File: src/rtl/memory_unit.sv
// memory_unit: MAR, MDR and 2^ADDR_W x DATA_W RAM memory stage with a post-reset clear and a programming port
module memory_unit #(
  parameter int ADDR_W = 4,
  parameter int DATA_W = 8
) (
  input  logic              clk,
  input  logic              rst,
  input  logic [DATA_W-1:0] bus_in,
  output logic [DATA_W-1:0] bus_out,
  output logic              bus_oe,
  input  logic              addr_load_n,
  input  logic              mem_load_n,
  input  logic              ram_en_n,
  input  logic              ram_load_n,
  input  logic              prog_mode,
  input  logic              prog_valid,
  output logic              prog_ready,
  input  logic [ADDR_W-1:0] prog_addr,
  input  logic [DATA_W-1:0] prog_data,
  output logic              busy,
  output logic [ADDR_W-1:0] mar_out
);
  localparam logic [1:0] CLEAR = 2'd0;
  localparam logic [1:0] RUN   = 2'd1;
  localparam logic [1:0] PROG  = 2'd2;
  logic [1:0]        state_q, state_d, mode_tgt;
  logic [ADDR_W-1:0] clr_q, clr_d, mar_q, mar_d, wa;
  logic [DATA_W-1:0] mdr_q, mdr_d, wd;
  logic [DATA_W-1:0] mem_q [2**ADDR_W];
  logic              clear, run, prog, we;
  assign clear = state_q == CLEAR;
  assign run   = state_q == RUN;
  assign prog  = state_q == PROG;
  assign mode_tgt = prog_mode ? PROG : RUN;
  // Next state: RUN and PROG both follow prog_mode; CLEAR leaves after its last address; stray encodings restart the clear
  always_comb begin
    state_d = clear ? (&clr_q ? mode_tgt : CLEAR) : (run || prog) ? mode_tgt : CLEAR;
    clr_d   = clear ? clr_q + ADDR_W'(1'b1) : '0;
    mar_d   = (run && !addr_load_n) ? bus_in[ADDR_W-1:0] : mar_q;
    mdr_d   = (run && !mem_load_n) ? bus_in : mdr_q;
    we      = !rst && (clear || (run && !ram_load_n) || (prog && prog_valid));
    wa      = clear ? clr_q : prog ? prog_addr : mar_q;
    wd      = clear ? '0 : prog ? prog_data : mdr_q;
  end
  // Control registers; MAR and MDR only move in RUN
  always_ff @(posedge clk) begin
    if (rst) begin
      state_q <= CLEAR;
      clr_q   <= '0;
      mar_q   <= '0;
      mdr_q   <= '0;
    end else begin
      state_q <= state_d;
      clr_q   <= clr_d;
      mar_q   <= mar_d;
      mdr_q   <= mdr_d;
    end
  end
  // Single write port shared by clear, programming and RUN stores (stores use pre-edge MAR/MDR)
  always_ff @(posedge clk) begin
    if (we) mem_q[wa] <= wd;
  end
  assign bus_oe     = run && !ram_en_n;
  assign bus_out    = bus_oe ? mem_q[mar_q] : '0;
  assign prog_ready = prog;
  assign busy       = clear;
  assign mar_out    = mar_q;
endmodule

File: config.mk
export PLATFORM = sky130hd
export DESIGN_NAME = memory_unit
export DESIGN_NICKNAME = d
export VERILOG_FILES = /design/src/rtl/memory_unit.sv
export SDC_FILE = /design/constraint.sdc
export NUM_CORES = 1
export LEC_CHECK = 0
export CORE_MARGIN = 10
export CORE_UTILIZATION = 40
export DETAILED_ROUTE_END_ITERATION = 8
export PLACE_DENSITY = 0.64
export SYNTH_ARGS = -nofsm -noshare
export SYNTH_HDL_FRONTEND = slang
export SYNTH_SLANG_ARGS = --single-unit
File: constraint.sdc
create_clock -name clk -period 2.14 [get_ports clk]
set_clock_uncertainty 0.05 [all_clocks]
set_input_delay 0.428 -clock clk [delete_from_list [all_inputs] [get_ports clk]]
set_output_delay 0.428 -clock clk [all_outputs]
set_load 0.05 [all_outputs]
==> results of run 1 <==
-- per-stage QoR --
stage	setup TNS, ps	cells	worst slack, ps	power, mW	hold slack, ps
3_5_place_dp	-20580	643	-203	3.41	404
5_1_grt	-3070	693	-404	6.54	424
6_report	-2490	693	-335	6.35	407
2_1_floorplan	-1330	402	-21.4	3.32	380
4_1_cts	-3070	682	-392	6.40	412
3_3_place_gp	-12910	643	-140	3.41	394
-- layer usage --
metal	routed length, µm	vias to the layer above	global-route usage, %
met4	181	0	4.84
met1	5850	1816	17.5
met5	0	-	0
met3	1080	13	4.72
li1	-	1703	-
met2	7280	118	22.9
-- state kept, by name, indices dropped and copies added (netlist names), named ones only --
register and cells:
mar_out 4, mem_q 128, state_q 2, mdr_q 8, clr_q 4
-- cell type report --
| class | instances | area, µm² |
|---|---|---|
| Sequential cell | 150 | 4290 |
| Fill cell | 1163 | 6590 |
| Multi-Input combinational cell | 227 | 2190 |
| Timing Repair Buffer | 92 | 1170 |
| Clock inverter | 15 | 170 |
| Inverter | 4 | 15.0 |
| Tap cell | 188 | 235 |
| Clock buffer | 17 | 425 |
-- cells in the final DEF (no fill, tap or decap), drive strengths merged --
cell,n
nand3,12
nor2b,7
and2,2
dlymetal6s2s,2
xor2,1
nor2,33
clkinv,4
dfxtp,22
buf,59
xnor2,1
a31oi,1
clkdlybuf4s50,29
mux4,8
nand2b,8
o21ai,12
nand4,1
nand2,34
clkbuf,19
a21oi,9
bufinv,2
a22oi,24
mux2i,65
inv,11
ha,4
o21a,4
o211ai,1
edfxtp,128
clkinvlp,2
-- logic make-up (layout without fill, tap and decap cells) --
kind of cell	count (synthesis)	after routing	synth area share, %
AO/OA/AOI/OAI	51	51	5.36
XOR/XNOR	2	2	0.286
adder cells (fa/ha/maj)	4	4	0.816
buffers and inverters	25	128	3.00
flip-flops	150	150	69.8
multiplexers	73	73	13.8
AND/OR/NAND/NOR	97	97	6.91
-- worst max-delay path, stage by stage, from the launching register on --
cell,delay [ps]
dfxtp_4,460
buf_12,130
mux4_2,520
nand2b_4,160
nand3_2,90
o21ai_4,60
buf_12,150
-- path summary, 6_finish.rpt --
kind	startpoint	end	slack (ps)	cells after the start
min reg2reg	mdr_q[6]	mdr_q[6]	410	2
max	flop	bus_out[3]	-340	6
max reg2reg	state_q[0]	mem_q[1][3]	110	7
min	mdr_q[6]	mdr_q[6]	410	2
-- timing repair --
action	CTS	global route
pin swaps	11	19
gates cloned	1	2
setup buffers	6	9
resized for setup	31	34
setup endpoints to repair	65	151
-- where the power goes --
part           total, mW  switching, mW  internal (mW)
Sequential          3.17         0.0100           3.16
Clock               2.98           1.23           1.75
Combinational      0.204         0.0996          0.105
==> reports/summary.md, run 1 <==
The core region is 15100 µm². In the global route stage, overall resource usage came out at 14.2%. Measured along the x axis, the die boundary spans 144 µm. Synthesis produced 402 cells. The number of hold buffers added after cts is 0.

For the worst-skew pair, the clock arrives at the later sink with an insertion delay of 420 ps. Category of the worst setup path launch point: a flop. Synthesis instantiated 29 different standard cells from the library. The number of max-capacitance violations reported came out at 0.

The first TritonRoute pass finished after 4 iterations. The tools report the initial antenna violation count as 0. Relative to the synthesized area, the layout overhead comes to 38.5%.

Counting along the longest clock path gives a buffer depth of 2. With fillers left out, the area of the finished cells amounts to 8500 µm². In this run the mean area of a mapped cell was 15.3 µm². 43 I/O pins were placed.

In the routed design, unresolved DRC markers number 0. Counting flops and latches in the post-synthesis netlist gives 150. CTS saw 150 sinks. Cell type with the largest total area after synthesis: edfxtp_1. For this run, the top clock speed supported by timing is 404 MHz. In this run the core area contains 45 standard-cell rows. The run gives 0 as the number of endpoints with negative hold slack in the final report.

For the global-route wire length before repair, the log shows 21600 µm. The run gives 0 as the leftover overflow at the end of global routing. VDD sags by at most 0.544 mV. Across all layers, the routed design uses 3650 vias. The checks that failed: negative setup slack. The slew at the pin closest to its max-slew limit came out at 728 ps. The run finished, with violations left. The root cell of the clock tree was clkbuf_16. The tools report the max-slew violation count as 0. The clock transition time at the flip-flop clock pins of the worst setup and hold paths is 60 ps, and the area share of the largest cell type after synthesis is 62.7%.

The detail route stage leaves a number of antenna-violating nets equal to 0. Cells fill 56.3% of the core in the end. In the final design database the tool counted 524 nets. The tools report the post-synthesis instance area as 6130 µm². After the first detailed-routing iteration, the DRC count stood at 228.

The count of input and output buffers came out at 42. The via count of the first global-routing pass is 3680, and the final worst-path cycle share is 116%. The fraction of final layout cells with drive strength greater than 1 is 34.9%. For this run, the register share of the synthesized area comes to 69.8%.

The number of antenna diodes in the final layout is 0. Leakage power: 2.88 nW. Routability-driven placement finished with a final weighted congestion of 0.747.

TritonCTS built the clock tree. The most frequent cell after synthesis was edfxtp_1. The critical path is of the reg -> out type.

CTS built an H-tree with a depth of 4. The worst min-delay path category is reg -> reg. Summing all placed instances gives a cell area of 7360 µm². Entering global routing, the biggest net connects 23 pins. Data on the critical path is required at its endpoint by 1660 ps.

For this design the ratio of total power to cell area is 748 nW/µm². Dividing the detail-routed via count by the number of cells gives 5.27. The final setup slack of the worst path is -335 ps, and the aggregate routed wire length is 14400 µm. The die covers 20700 µm².

The most common flop cell mapped by yosys is edfxtp_1. Counting flops with a built-in enable in the synthesized netlist gives 128. Peak fanout along the critical path: 7. Counting I/O delays and the setup requirement, the final critical path takes 2480 ps.

Synthesis produced a netlist with a net count of 434. The final number of setup-violating endpoints came out at 8. Setup repair after global routing could not meet its margin everywhere.

Measured against its own limit, the worst slew margin works out to 51.4%. Measured along the y axis, the die boundary spans 144 µm. The number of clock buffers added by TritonCTS is 17. The worst setup path is captured at an output port. Arrival time at the worst endpoint: 2000 ps. Once the floorplan was initialized, standard cells occupied 40.7% of the core. By area the synthesized netlist is led by edfxtp_1 63%, mux2i_1 11%, dfxtp_1 7.2%. After legalization and detailed placement, the total HPWL measured 9640 µm.

The async set-or-reset flop fraction in the synthesized netlist came out at 0%. The Yosys step of the flow raised 0 warnings. After synthesis, the most frequently instantiated cells are 128 x edfxtp_1, 65 x mux2i_1, 34 x nand2_1. Dividing the detail-routed wire length by the instance count gives 20.8 µm.
Power figures use the tool's default switching activity.
==> run 2: changes to the inputs <==
REMOVE_ABC_BUFFERS = 1   (was unset)
==> run 2 against run 1 <==
Net effect: the run still ends with negative setup slack left; register-to-register slack got worse by 40 ps; combinational power decreased by 15%; final area shrank 5.6%; routed wire length decreased by 4.9%.
==> reports/summary.md, run 2 (synthesis results as in run 1) <==
The flow ran to the end, but the final reports show violations. The final reports fail on negative setup slack. The detail route stage leaves a number of antenna-violating nets equal to 0. Horizontal die dimension: 144 µm. The tools report the root cell of the clock tree as clkbuf_16. The switching share of power came out at 19.2%. Entering global routing, the biggest net connects 19 pins. The longest clock path from root to sink contains 2 buffers.

The final setup slack of the worst path is -321 ps, and the peak fanout along the critical path is 8. The area overhead of the layout relative to synthesis is 30.8%. Data on the critical path arrives at its endpoint at 1980 ps. The relative slew slack was 31.8%; the number of endpoints with negative hold slack in the final report was 0.

The leftover overflow at the end of global routing is 0, and the final number of setup-violating endpoints is 8. The first routing iteration left 318 violations. After detailed routing, the number of remaining DRC violations is 0. The largest registers in the layout are mem_q x128, mdr_q x8.

The tool flagged a number of max-cap violations equal to 0. The slew at the pin closest to its max-slew limit came out at 1020 ps. Cells fill 53.2% of the core in the end. TritonCTS built the clock tree. The overall die height was 144 µm. The finished layout holds 696 standard cells, fillers aside. The count of input and output buffers is 42, and the clock network fraction of total power is 45.2%.

Adding up every negative setup slack in the final design gives -2290 ps. The later pin in the worst-skew pair is clocked with a latency of 420 ps. Summed over all layers, the routed wires come to 13700 µm. Most common library cell in the layout ignoring fill and taps: edfxtp_1. For the placed cell count, the log shows 655. The first global-routing pass estimated 21300 µm of wire. The slowest stage of the critical path belongs to the cell mux4_2.

The first-pass iteration count of the detailed router is 4. The register with the most flip-flops in the layout has 128 of them. The worst-case IR drop observed on VDD is 0.642 mV.

For this block, the via count after detailed routing is 3628. The signal on the critical path passes through buf_12 -> mux4_2 -> nand2b_4 -> nand3_2 -> o21ai_2 -> buf_6. Across every metal layer, demand over resource in global routing totals 13.9%. The cell family with the largest share of critical-path delay is multiplexers. Category of the worst setup path launch point: a flop. The delay of the slowest cell on the worst path works out to 540 ps. Setup repair after global routing could not meet its margin everywhere. The TritonCTS sink count was 150. The internal power of the cells totals 4.93 mW. Summed over all nets, the half-perimeter wirelength after detailed placement is 9380 µm. STA classifies the critical path endpoint as an output port. Per report_power, the combinational group accounts for 2.8% of the total. The starting utilization of the core area is 40.7%, and the fraction of final layout cells with drive strength greater than 1 is 31.3%.

Counting both buffers and inverters, the worst setup path holds a total of 2. Number of cell rows: 45. The required time at the worst-slack endpoint is 1660 ps, and the final estimated routing congestion in global placement is 0.831. The H-tree was split into 4 levels.

Clock-pin slew was measured on the worst setup and hold paths at 50 ps. The run gives 0 as the number of diodes. The die covers 20700 µm². The region available for standard cell placement spans 15100 µm². Largest register by flop count: mem_q. Max-slew violation count: 0. Number of buffers created by CTS: 17.

The per-cell routed wire length came out at 19.7 µm. Worst min-delay path category: reg -> reg. By startpoint and endpoint, the worst setup path is classified as reg -> out. Dividing total power by cell area gives a power density of 760 nW/µm². The run gives 52.0% as the power share of the sequential group. The top cell types in the final layout, fill and taps aside, are 128 x edfxtp_1, 60 x mux2i_1, 35 x buf_4, 31 x nand2_1, 27 x clkdlybuf4s50_1. For this design the static power due to leakage is 2.81 nW. For this design the top-level I/O count stands at 43. After detailed routing, the number of vias per cell comes to 5.21. The final period demand of the worst path is 2460 ps, and the maximum clock rate is 406 MHz. The initial antenna violation count is 0.

Summed over all nets, the switching power comes to 1.17 mW. The tools report the number of hold buffers added after cts as 0. After the last flow step, the layout net total stands at 528. The completed layout was analyzed and its total power is 6.10 mW.

After layout, the worst path uses 115% of the clock period. The run gives 3767 as the via count of the first global-routing pass.
[run 2: worst paths after layout]
check | start | end | slack (ps) | cells after the start
worst max-delay path | flop | bus_out[1] | -320 | 6
worst min-delay path | mdr_q[5] | mdr_q[5] | 410 | 2
worst max register to register | state_q[0] | mem_q[14][0] | 70 | 8
worst min register to register | mdr_q[5] | mdr_q[5] | 410 | 2
[run 2: routing by layer]
metal  routed length (µm)  track usage [%]  vias to the layer above
li1                     -                -                     1713
met1                 6090             18.2                     1782
met2                 6490             21.2                      118
met3                  907             3.93                       15
met4                  190             5.64                        0
met5                    0                0                        -
[run 2: cell type report]
class	instances	area [µm²]
Clock inverter	12	113
Inverter	4	15.0
Clock buffer	19	433
Multi-Input combinational cell	227	1940
Fill cell	1255	7070
Tap cell	188	235
Sequential cell	150	4290
Timing Repair Buffer	96	995
[run 2: timing repair]
item | CTS | global route
buffers inserted | 1 | 10
gates resized for setup | 38 | 65
cloned | 0 | 0
endpoints found under the setup margin | 91 | 137
pin swaps | 0 | 6
[run 2: worst min-delay path, cell delays in order (launching register included)]
cell	delay [ps]
dfxtp_1	310
nand2_1	50
a21oi_1	50
[run 2: through the flow]
step	worst slack, ps	hold WS, ps	cell area, µm²
floorplan	-1750	380	5970
global placement	-114	397	7030
detailed placement	-223	397	7030
CTS	-332	405	7710
global route	-406	422	8020
finish	-321	406	8020
[run 2: power groups by stage]
stage / Sequential, mW / Combinational, mW / Clock, mW
floorplan: 3.23 / 0.0573 / 0
global placement: 3.23 / 0.147 / 0
detailed placement: 3.23 / 0.149 / 0
CTS: 3.17 / 0.152 / 2.80
global route: 3.17 / 0.188 / 2.92
finish: 3.17 / 0.173 / 2.76
==> run 3: changes to the inputs <==
--- a/constraint.sdc
+++ b/constraint.sdc
@@ -3,3 +3,3 @@
 set_input_delay 0.428 -clock clk [delete_from_list [all_inputs] [get_ports clk]]
 set_output_delay 0.428 -clock clk [all_outputs]
-set_load 0.05 [all_outputs]
+set_load 0.1 [all_outputs]
==> run 3 against run 2 <==
Net effect: worst hold slack got worse by 1.9 ps; first-iteration DRC count shrank 29%; total power is 4.1% higher; count of clock-buffer cells in the layout fell by 2; sequential share of layout area about the same; critical path depth did not move; via count increased by 0.41%; clock power increased by 9.1%; final cell count decreased by 1.9%; the flow still finishes with violations (negative setup slack); sequential power is essentially flat.
==> reports/summary.md, run 3 (synthesis results as in run 1) <==
The aggregate routed wire length came out at 13600 µm. The worst setup path is launched from a flop. The final number of setup-violating endpoints was 8; the worst setup slack for register-to-register paths was 20 ps. The final worst-path cycle share was 116%; the pin count of the biggest net entering global routing was 17. The die is 144 µm tall.

The worst setup path is of the reg -> out kind. In this run the power density over the cells is 791 nW/µm². The largest registers in the layout are mem_q x128, mdr_q x8. The I/O pin count was 43.

For this run, the total global-route usage over all layers was measured as 13.6%. Of all nets on the critical path, the largest fanout is 7. For this run, design rule violations remaining after detail routing come to 0. The final setup slack of the worst path was -339 ps.

For the number of nets in the layout, the log shows 514. The tools report the via count of the first global-routing pass as 3775. The critical path goes through buf_6 -> mux4_2 -> nand2b_4 -> nand3_2 -> o21ai_2 -> clkbuf_16. Number of max-capacitance violations reported: 0. The number of buffers created by CTS was 17; the relative slew slack was 44.0%. The total negative slack for setup checks came out at -2470 ps. For this design the static power due to leakage is 2.72 nW. The library cell used most frequently in the layout, excluding fill and tap cells, is edfxtp_1. After the first detailed-routing iteration, the DRC count stood at 227.

At the worst endpoint, the arrival time is 2000 ps. The initial antenna violation count is 0, and the starting utilization of the core area is 40.7%. For the pin with the worst max-slew slack, the measured transition is 839 ps.

The TritonCTS sink count is 150, and the horizontal die dimension is 144 µm. The pre-antenna-repair detailed-routing pass consisted of 5 iterations. For the max-slew violation count, the log shows 0.

The count of input and output buffers came out at 42. The clock reaches the later pin of the worst-skew pair after 420 ps. The top cell types in the final layout, fill and taps aside, are 128 x edfxtp_1, 57 x mux2i_1, 33 x nand2_1, 27 x clkdlybuf4s50_1, 21 x buf_4. The flow ran to the end, but the final reports show violations.

Routability-driven placement finished with a final weighted congestion of 0.793. For the antenna violation net count after detailed routing, the log shows 0. The number of endpoints with negative hold slack in the final report is 0. Detailed routing inserted a total of 3643 vias. The tools report the largest buffer count on any clock path as 2. The checks that failed: negative setup slack.

The worst hold margin was 404 ps. The area growth from synthesis to layout is 30.8%. The tree is rooted in a clkbuf_16.

Using the TritonRoute via totals, the vias-per-cell ratio works out to 5.33. Data on the critical path is required at its endpoint by 1660 ps. The per-cell routed wire length is 19.9 µm, and the maximum clock rate is 403 MHz. The register with the most flip-flops in the layout has 128 of them.

The floorplan step defined a die boundary enclosing 20700 µm². The H-tree depth is 4. VDD sags by at most 0.571 mV.

The largest individual stage delay along the critical path comes from the cell mux4_2. Once detailed placement completed, the half-perimeter wirelength came to 9260 µm. Cells with a size suffix above 1 make up 31.7% of the layout. The clock transition time at the flip-flop clock pins of the worst setup and hold paths is 60 ps. For this run the aggregate overflow at the end of global routing stands at 0. The placeable core region is 15100 µm². Subtracting the final worst setup slack from the clock period gives 2480 ps. In this design, the stage delay of the slowest critical-path cell is 500 ps.

TritonCTS built the clock tree. The filler cells instantiated in the layout total 1238. The number of diodes is 0. For the number of cell rows, the log shows 45. The first global-routing pass estimated 21000 µm of wire.

Setup repair after global routing could not meet its margin everywhere. Worst min-delay path category: reg -> reg. Capturing element type of the critical path: an output port. Number of hold buffers added after cts: 0.

The largest register by flop count is mem_q. Before CTS, the worst setup slack after placement is -320 ps.
==> run 3: final cells by class <==
cell class	instances	area, µm²	area share [%]
Sequential cell	150	4290	53.5
Multi-Input combinational cell	227	1930	24.0
Timing Repair Buffer	82	955	11.9
Clock buffer	17	425	5.30
Tap cell	188	235	2.93
Clock inverter	15	178	2.21
Inverter	4	15.0	0.187
==> run 3: final timing paths <==
kind,end,startpoint,cells past startpoint
hold reg to reg,mdr_q[2],mdr_q[2],2
setup reg to reg,mem_q[10][6],state_q[0],9
setup / recovery,bus_out[5],flop,6
hold / removal,mdr_q[2],mdr_q[2],2
==> run 3: where the power goes <==
| group | internal (mW) | total (mW) | switching (mW) |
|---|---|---|---|
| registers | 3.16 | 3.17 | 0.0107 |
| logic | 0.0871 | 0.167 | 0.0798 |
| clock network | 1.84 | 3.01 | 1.18 |
| total | 5.08 | 6.35 | 1.27 |
==> run 3: per-layer routing <==
layer | GRT usage [%] | routed length, µm | share of wire (%) | up-vias
met2 | 20.4 | 6160 | 45 | 124
li1 | - | - | - | 1691
met4 | 5.37 | 261 | 1.9 | 0
met1 | 17.7 | 6240 | 46 | 1808
met3 | 4.65 | 952 | 7.0 | 20
met5 | 0 | 0 | 0 | -
==> run 3: metrics by stage <==
stage	cell area [µm²]	utilization, %	cells	power (mW)
after floorplan	5970	-	381	3.29
after global placement	7050	46.7	648	3.37
after detailed placement	7050	46.7	648	3.38
after CTS	7840	51.9	683	6.38
after global routing	8030	53.2	683	6.54
final	8030	53.2	683	6.35
==> run 3: critical path: cells and delay by family (launching register included) <==
family	cells	cell delay, ps
and+or+nand+nor	2	240
buffers and inverters	2	340
DFF	1	420
AOI/OAI and AO/OA	1	60
muxes	1	500
==> run 3: timing repair <==
item                                    CTS  global route
pin swaps                                 1             7
gates resized for setup                  47            53
endpoints found under the setup margin   81           168
cloned                                    0             0
buffers inserted                          3             0
